--- config.mk ---
export PLATFORM = sky130hd
export DESIGN_NAME = branch_ctrl
export DESIGN_NICKNAME = d
export VERILOG_FILES = /design/src/rtl/branch_ctrl.sv
export SDC_FILE = /design/constraint.sdc
export NUM_CORES = 1
export LEC_CHECK = 0
export CAP_MARGIN = 20
export CORE_MARGIN = 4
export CORE_UTILIZATION = 25
export CTS_CLUSTER_SIZE = 30
export DETAILED_ROUTE_END_ITERATION = 10
export MAX_ROUTING_LAYER = met4
export PLACE_DENSITY_LB_ADDON = 0.15
export SYNTH_ARGS = -nofsm -noshare
export SYNTH_HDL_FRONTEND = slang
export SYNTH_SLANG_ARGS = --single-unit
--- constraint.sdc ---
create_clock -name clk -period 2.63 [get_ports clk]
set_input_delay 0.3945 -clock clk [delete_from_list [all_inputs] [get_ports clk]]
set_output_delay 0.3945 -clock clk [all_outputs]
set_load 0.1 [all_outputs]
--- src/rtl/branch_ctrl.sv ---
// Branch/jump front end for the PC: relative and LUT-based absolute jumps, call/return stack,
// run/halt tracking. Optional taken-branch counter enabled by defining BRANCH_COUNT_EN.
module branch_ctrl #(
  parameter int D      = 12,
  parameter int OFFW   = 8,
  parameter int LUTW   = 4,
  parameter int SDEPTH = 4
) (
  input  logic            clk,
  input  logic            reset,
  input  logic            start,
  input  logic [D-1:0]    prog_ctr,
  input  logic [2:0]      br_op,
  input  logic            zero_flag,
  input  logic [OFFW-1:0] br_offset,
  input  logic [LUTW-1:0] lut_idx,
  input  logic            lut_we,
  input  logic [LUTW-1:0] lut_waddr,
  input  logic [D-1:0]    lut_wdata,
  output logic            reljump_en,
  output logic            absjump_en,
  output logic [D-1:0]    target,
  output logic            done,
  output logic            stack_err,
  output logic [15:0]     taken_cnt
);
  localparam int NL = 1 << LUTW;
  localparam int PW = $clog2(SDEPTH + 1);
  localparam int SW = $clog2(SDEPTH);

  localparam logic [2:0] OP_BZ   = 3'd1;
  localparam logic [2:0] OP_BNZ  = 3'd2;
  localparam logic [2:0] OP_JMP  = 3'd3;
  localparam logic [2:0] OP_CALL = 3'd4;
  localparam logic [2:0] OP_RET  = 3'd5;
  localparam logic [2:0] OP_HALT = 3'd6;

  typedef enum logic [1:0] {IDLE, ARMED, RUN, HALTED} state_t;

  state_t        state_q, state_d;
  logic [D-1:0]  lut_q [NL];
  logic [D-1:0]  lut_d [NL];
  logic [D-1:0]  stk_q [SDEPTH];
  logic [D-1:0]  stk_d [SDEPTH];
  logic [PW-1:0] ptr_q, ptr_d;
  logic          err_q, err_d;
  logic          active, full, empty, push, pop;
  logic [SW-1:0] top_idx, push_idx;
  logic [D-1:0]  ofs_ext;

  assign full     = (ptr_q == PW'(SDEPTH));
  assign empty    = (ptr_q == '0);
  assign top_idx  = SW'(ptr_q - 1'b1);
  assign push_idx = SW'(ptr_q);
  assign ofs_ext  = {{(D-OFFW){br_offset[OFFW-1]}}, br_offset};
  // start overrides any op; reset also masks the combinational jump path
  assign active   = (state_q == RUN) && !start && !reset;
  assign done     = (state_q == HALTED);
  assign stack_err = err_q;

  always_comb begin
    state_d = state_q;
    if (start) state_d = ARMED;
    else begin
      case (state_q)
        ARMED:   state_d = RUN;
        RUN:     if (br_op == OP_HALT) state_d = HALTED;
        default: ;
      endcase
    end
  end

  always_comb begin
    reljump_en = 1'b0;
    absjump_en = 1'b0;
    target     = '0;
    push       = 1'b0;
    pop        = 1'b0;
    err_d      = err_q;
    if (active) begin
      case (br_op)
        OP_BZ:   if (zero_flag)  begin reljump_en = 1'b1; target = ofs_ext; end
        OP_BNZ:  if (!zero_flag) begin reljump_en = 1'b1; target = ofs_ext; end
        OP_JMP:  begin absjump_en = 1'b1; target = lut_q[lut_idx]; end
        OP_CALL: if (full) err_d = 1'b1;
                 else begin absjump_en = 1'b1; target = lut_q[lut_idx]; push = 1'b1; end
        OP_RET:  if (empty) err_d = 1'b1;
                 else begin absjump_en = 1'b1; target = stk_q[top_idx]; pop = 1'b1; end
        default: ;
      endcase
    end
    if (state_d == ARMED) err_d = 1'b0;
  end

  always_comb begin
    ptr_d = ptr_q;
    if (push)     ptr_d = ptr_q + 1'b1;
    else if (pop) ptr_d = ptr_q - 1'b1;
    stk_d = stk_q;
    if (push) stk_d[push_idx] = prog_ctr + D'(1);
    lut_d = lut_q;
    // table is frozen while running so targets cannot shift under the program
    if (lut_we && state_q != RUN) lut_d[lut_waddr] = lut_wdata;
  end

  always_ff @(posedge clk) begin
    if (reset) begin
      state_q <= IDLE;
      ptr_q   <= '0;
      err_q   <= 1'b0;
      for (int i = 0; i < NL; i++) lut_q[i] <= '0;
    end else begin
      state_q <= state_d;
      ptr_q   <= ptr_d;
      err_q   <= err_d;
      lut_q   <= lut_d;
    end
  end

  // stack contents are don't-care until pushed, so they carry no reset
  always_ff @(posedge clk) stk_q <= stk_d;

`ifdef BRANCH_COUNT_EN
  logic [15:0] cnt_q, cnt_d;

  always_comb begin
    cnt_d = cnt_q;
    if (state_d == ARMED) cnt_d = '0;
    else if ((reljump_en || absjump_en) && cnt_q != 16'hFFFF) cnt_d = cnt_q + 16'd1;
  end

  always_ff @(posedge clk) begin
    if (reset) cnt_q <= '0;
    else       cnt_q <= cnt_d;
  end

  assign taken_cnt = cnt_q;
`else
  assign taken_cnt = '0;
`endif
endmodule

-- After elaboration in Yosys (flattened, before gate mapping)
Cells that the tools add are included.
- add/subtract/negate cells: 3
- order comparisons: 6
- equality and inequality tests: 14
- multiplexer cells: 38
- bitwise logic cells: 4
- reduce and logical (&&, ||, !) cells: 12
- operators with widths (operator ; number):
    192-bit bitwise mux ; 1
    12-bit 2-to-1 mux ; 11
    12-bit one-hot mux with 5 select lines ; 1
    12-bit binary-select mux with 4-bit select ; 1
    48-bit bitwise mux ; 1
    12-bit demux with 4-bit select ; 1
    12-bit binary-select mux with 2-bit select ; 1
    12-bit demux with 2-bit select ; 1
    12-bit by 1-bit adder with 12-bit output (second input constant) ; 1
    3-bit equality test (second input constant) ; 4
    1-bit 2-to-1 mux ; 12
    5-bit greater-or-equal comparator (second input constant) ; 2
    4-bit NOT with 5-bit output ; 2
    3-bit by 2-bit equality test with 1-bit output (second input constant) ; 2
    3-bit greater-or-equal comparator (second input constant) ; 2
    3-bit 2-to-1 mux ; 2
    2-bit inequality test (second input constant) ; 3
    2-bit NOT with 3-bit output ; 2
    1-bit logical AND ; 5
    5-bit by 1-bit less-than comparator with 1-bit output (second input constant) ; 1
    2-bit by 1-bit equality test with 1-bit output (second input constant) ; 2
    2-bit equality test (second input constant) ; 2
    2-bit 2-to-1 mux ; 2
    1-bit one-hot mux with 2 select lines ; 2
    11 further kinds ; 13
- flip-flop bits (word level): 246
- output and inout bits: 32
- word-level logic and storage cells: 100

-- Logic depth before layout (Yosys ltp)
Gate-level depths: netlist (run 1).
- depth after elaboration: 8
- depth in mapped cells: 9
- mapped depth without buffers: 6

-- Worst setup path after synthesis (run 1)
OpenSTA, ideal clock, no wires.
- path type: register -> output
- from: reg ptr_q[0]
- to: out target[0]
- arrival: 3.560 ns
- data required time: 2.236 ns
- path slack: -1.325 ns
- cell stages (with the launch flop): 10
- path through: dfxtp_1 -> buf_2 -> buf_2 -> inv_1 -> ha_1 -> a21o_1 -> o22ai_1 -> nand3_2 -> buf_6 -> o221ai_1
- longest elaborated chain between the ends: 8
- elaborated cells between the ends (all ways): 11
- ends and longest elaborated chain (item ; RTL line ; text):
    start, declared ; 45 ; logic [PW-1:0] ptr_q, ptr_d;
    start signal, assigned ; 114 ; ptr_q <= ptr_d;
    3-bit by 1-bit subtractor with 3-bit output ; - ;
    2-bit NOT with 3-bit output (not written as such) ; 88 ; else begin absjump_en = 1'b1; target = stk_q[top_idx]; pop = 1'b1; end
    12-bit binary-select mux with 2-bit select ; 88 ;
    12-bit 2-to-1 mux (not written as such) (2 in series) ; 88 ;
    12-bit 2-to-1 mux ; 87 ; OP_RET: if (empty) err_d = 1'b1;
    12-bit one-hot mux with 5 select lines (*) ; 81 ; case (br_op)
    12-bit 2-to-1 mux (*) ; 80 ; if (active) begin
    end, declared ; 22 ; output logic [D-1:0] target,
Mark *: on every way between the ends. The rest lies on a longest branch, timed or not. The select of a mux whose other input is x is not followed.

-- Worst setup path after layout (run 1)
- from: reg state_q[0]
- to: out target[5]
- longest elaborated chain between the ends: 4
- ends and longest elaborated chain (item ; RTL line ; text):
    start, declared ; 40 ; state_t state_q, state_d;
    start signal, assigned ; 113 ; state_q <= state_d;
    2-bit equality test ; 57 ; assign active = (state_q == RUN) && !start && !reset;
    1-bit logical AND (2 in series) ; 57 ;
    12-bit 2-to-1 mux ; 80 ;
No other way between the ends.

==> results of run 1 <==
metal layers:
metal | wire [um] | share of wire, % | up-vias | GRT usage [%]
met1 | 16400 | 45 | 4317 | 19.3
met5 | 0 | 0 | - | -
met2 | 18100 | 50 | 164 | 25.0
met3 | 1150 | 3.2 | 55 | 1.55
met4 | 725 | 2.0 | 0 | 3.20
li1 | - | - | 4198 | -
layout make-up:
| type | instances | area (um^2) | area share (%) |
|---|---|---|---|
| Multi-Input combinational cell | 765 | 5640 | 38.6 |
| Inverter | 15 | 56.3 | 0.385 |
| Tap cell | 592 | 741 | 5.06 |
| Clock inverter | 14 | 153 | 1.04 |
| Clock buffer | 39 | 815 | 5.57 |
| Timing Repair Buffer | 170 | 1810 | 12.4 |
| Sequential cell | 246 | 5410 | 37.0 |
worst min path at each step:
stage          slack (ns)                      end  depth (start not counted)               startpoint
2_1_floorplan        0.43  lut_q[108]$_SDFFE_PP0P_                          2  lut_q[108]$_SDFFE_PP0P_
3_3_place_gp         0.44  lut_q[144]$_SDFFE_PP0P_                          2  lut_q[144]$_SDFFE_PP0P_
3_5_place_dp         0.44  lut_q[165]$_SDFFE_PP0P_                          2  lut_q[165]$_SDFFE_PP0P_
4_1_cts              0.30    ptr_q[0]$_SDFFE_PP0P_                          5                    reset
5_1_grt              0.34    ptr_q[0]$_SDFFE_PP0P_                          5                    reset
6_report             0.32    ptr_q[0]$_SDFFE_PP0P_                          5                    reset
logic make-up after synthesis:
family                   Yosys count  share of synthesized area (%)
XOR/XNOR                          11                          0.847
adder cells (fa/ha/maj)            9                          0.989
AO/OA/AOI/OAI                    193                           9.78
multiplexers                     145                           19.3
flip-flops                       246                           47.5
buffers and inverters            149                           5.78
other                              1                         0.0329
AND/OR/NAND/NOR                  391                           15.7
what timing repair did:
item | CTS | global route
pin swaps | 7 | 4
gates resized for setup | 9 | 3
gates cloned | 2 | 0
setup endpoints to repair | 12 | 13
buffers inserted | 4 | 4
layout by cell type, fill, tap and decap left out, types with 30 or more instances in the layout:
| cell | instances |
|---|---|
| dfxtp_1 | 195 |
| nand2_1 | 158 |
| a21oi_1 | 137 |
| nand3_1 | 112 |
| buf_4 | 90 |
| mux2i_1 | 85 |
| nor2_1 | 68 |
| mux4_2 | 60 |
| edfxtp_1 | 48 |
| clkdlybuf4s50_1 | 43 |
| buf_12 | 31 |
| clkbuf_16 | 30 |
Yosys cell counts (all sizes together) (2+ instances only):
master	count
or3b	2
xor2	5
a21oi	137
and3	19
nor3b	2
inv	15
o221ai	12
edfxtp	48
nand2	158
mux2i	85
a211oi	10
nand4	4
nand3	113
nand4b	2
buf	50
o21ai	27
nor2	70
nand2b	4
clkbuf	84
nor4	2
and4bb	2
dfxtp	198
nor2b	3
nand3b	2
xnor2	6
mux4	60
nor3	4
ha	9
power groups by stage:
| stage | registers, uW | clock network [uW] | logic [uW] |
|---|---|---|---|
| after floorplan | 3980 | 0 | 480 |
| after global placement | 3990 | 0 | 773 |
| after detailed placement | 3990 | 0 | 774 |
| after CTS | 3900 | 4190 | 779 |
| after global routing | 3900 | 4340 | 832 |
| final | 3900 | 4070 | 777 |
per-stage QoR:
stage,TNS (ns),total power (uW),area (um^2),setup slack (ns),hold WS (ns)
finish,-3.54,8750,14600,-0.318,0.320
global route,-4.92,9080,14600,-0.424,0.342
CTS,-4.63,8870,14600,-0.424,0.299
floorplan,-0.392,4460,11700,-0.0365,0.433
global placement,-1.25,4760,13500,-0.121,0.439
detailed placement,-1.32,4760,13500,-0.125,0.443
worst max-delay path: stages (launching register included):
cell      delay, ns
dfxtp_2        0.32
inv_2          0.07
ha_4           0.12
or3b_4         0.40
a211oi_4       0.19
buf_4          0.16
nand3b_4       0.12
buf_12         0.19
o221ai_4       0.24
buf_12         0.21
flip-flops by register name, summed over array words and instances (netlist names):
| name | count |
|---|---|
| lut_q | 192 |
| stk_q | 48 |
| ptr_q | 3 |
| state_q | 2 |
| stack_err | 1 |
==> out/results.ini, run 1 <==
[flow_run]
maxCapViolCount = 0

[routing]
drtIter0Drc = 647
dr_total_vias = 8734
antenna_left = 0
firstDrtPassIters = 5
drc = 0
drt-total-wl_um = 36300
via_per_inst = 4.74
wl_per_cell_um = 19.7

[timing]
rsz0062_at_grt = yes
finalSetupViolCount = 12
fin_skew_ns = 0.0197
tightest_slew_ns = 1.03
finalMaxSlewViolations = 0
max_freq_ghz = 0.339
hold_viol = 0
min_period_over_period_pct = 112
fin_ws_ns = -0.318
max_slew_margin_pct = 31.3
layout_min_cycle_time_ns = 2.95

[status]
violations = negative setup slack
outcome = finished with violations

[clocking]
htree_levels = 1
cts_made_buffers = 29
insertion_delay_ns = 0.55
cts.clk_slew.worst_paths_ns = 0.05
clockRootBuffer = clkbuf_16
clockBufferDepth = 3
cts_tree = built
clock_sinks = 246
cts_hold_buffers = 0

[power_and_ir_drop]
total_leakage_power_uw = 0.00490
power_frac_seq_pct = 44.6
swShare_pct = 24.5
ir_drop_mv = 0.426
p_per_area_mw_per_mm2 = 598
p_int_uw = 6610
comb_power_share_pct = 8.9
switchingPower_uw = 2140
power_frac_clock_pct = 46.5

[place]
hpwl_um = 23200
portBuffers = 63
dp_cells = 1778
gp_congestion = 0.761

[setup_path]
regToRegStartpoint = state_q[0]$_SDFF_PP0_
r2r_end = lut_q[158]$_SDFFE_PP0P_
critPathKind = flop to output port
startpoint_type = flop
worstPathArrival_ns = 2.55
reg2reg_depth = 9
crit_end = target[5]
crit_start = state_q[0]$_SDFF_PP0_
endpoint_kind = output port
required_ns = 2.24
r2r_slack_ns = 0.28
worst-path-max-fanout = 6

[global_routing]
grt_overflow = 0
grt_pass1_vias = 8749
grt_pass1_wl_um = 55500
grt_util_all_layers_pct = 14.8
grt_max_degree = 199
antenna_found_initial = 0

[final_layout]
fillCellCount = 4518
antennaDiodeCount = 0
nets = 1284
fin_util_pct = 32.8
area_growth_pct = 28.6
finalNonFillerCells = 1841
layout-drive-gt1-share_pct = 21.4

[synthesis]
synth_area_leader_cell = dfxtp_1
synth-seq-area-share_pct = 47.5
syn_avg_cell_area_um2 = 9.94
synth_edf_count = 48
synth_cell_type_count = 50
async_reset_ff_share_pct = 0
ys_seq_elements = 246
synth_area_mm2 = 0.0114
synthTopCellsByArea = dfxtp_1, edfxtp_1, mux4_2
yosysTopAreaCellShare_pct = 34.8
syn_inst = 1145
yosysWarnings = 0
ys.flop_type = dfxtp_1

[die]
ios = 80
die_h_um = 221
core_mm2 = 0.0446
rows = 77
initial_core_util_pct = 25.5
dieArea_mm2 = 0.0490
die_x_um = 221

[worst_hold_path]
hp-class = input port to flop

Power figures use the tool's default switching activity.
==> run 2, diff against run 1 <==
- SLEW_MARGIN: default -> 20
==> results of run 2 <==
The final DEF is identical to that of run 1; final timing and power are the same.
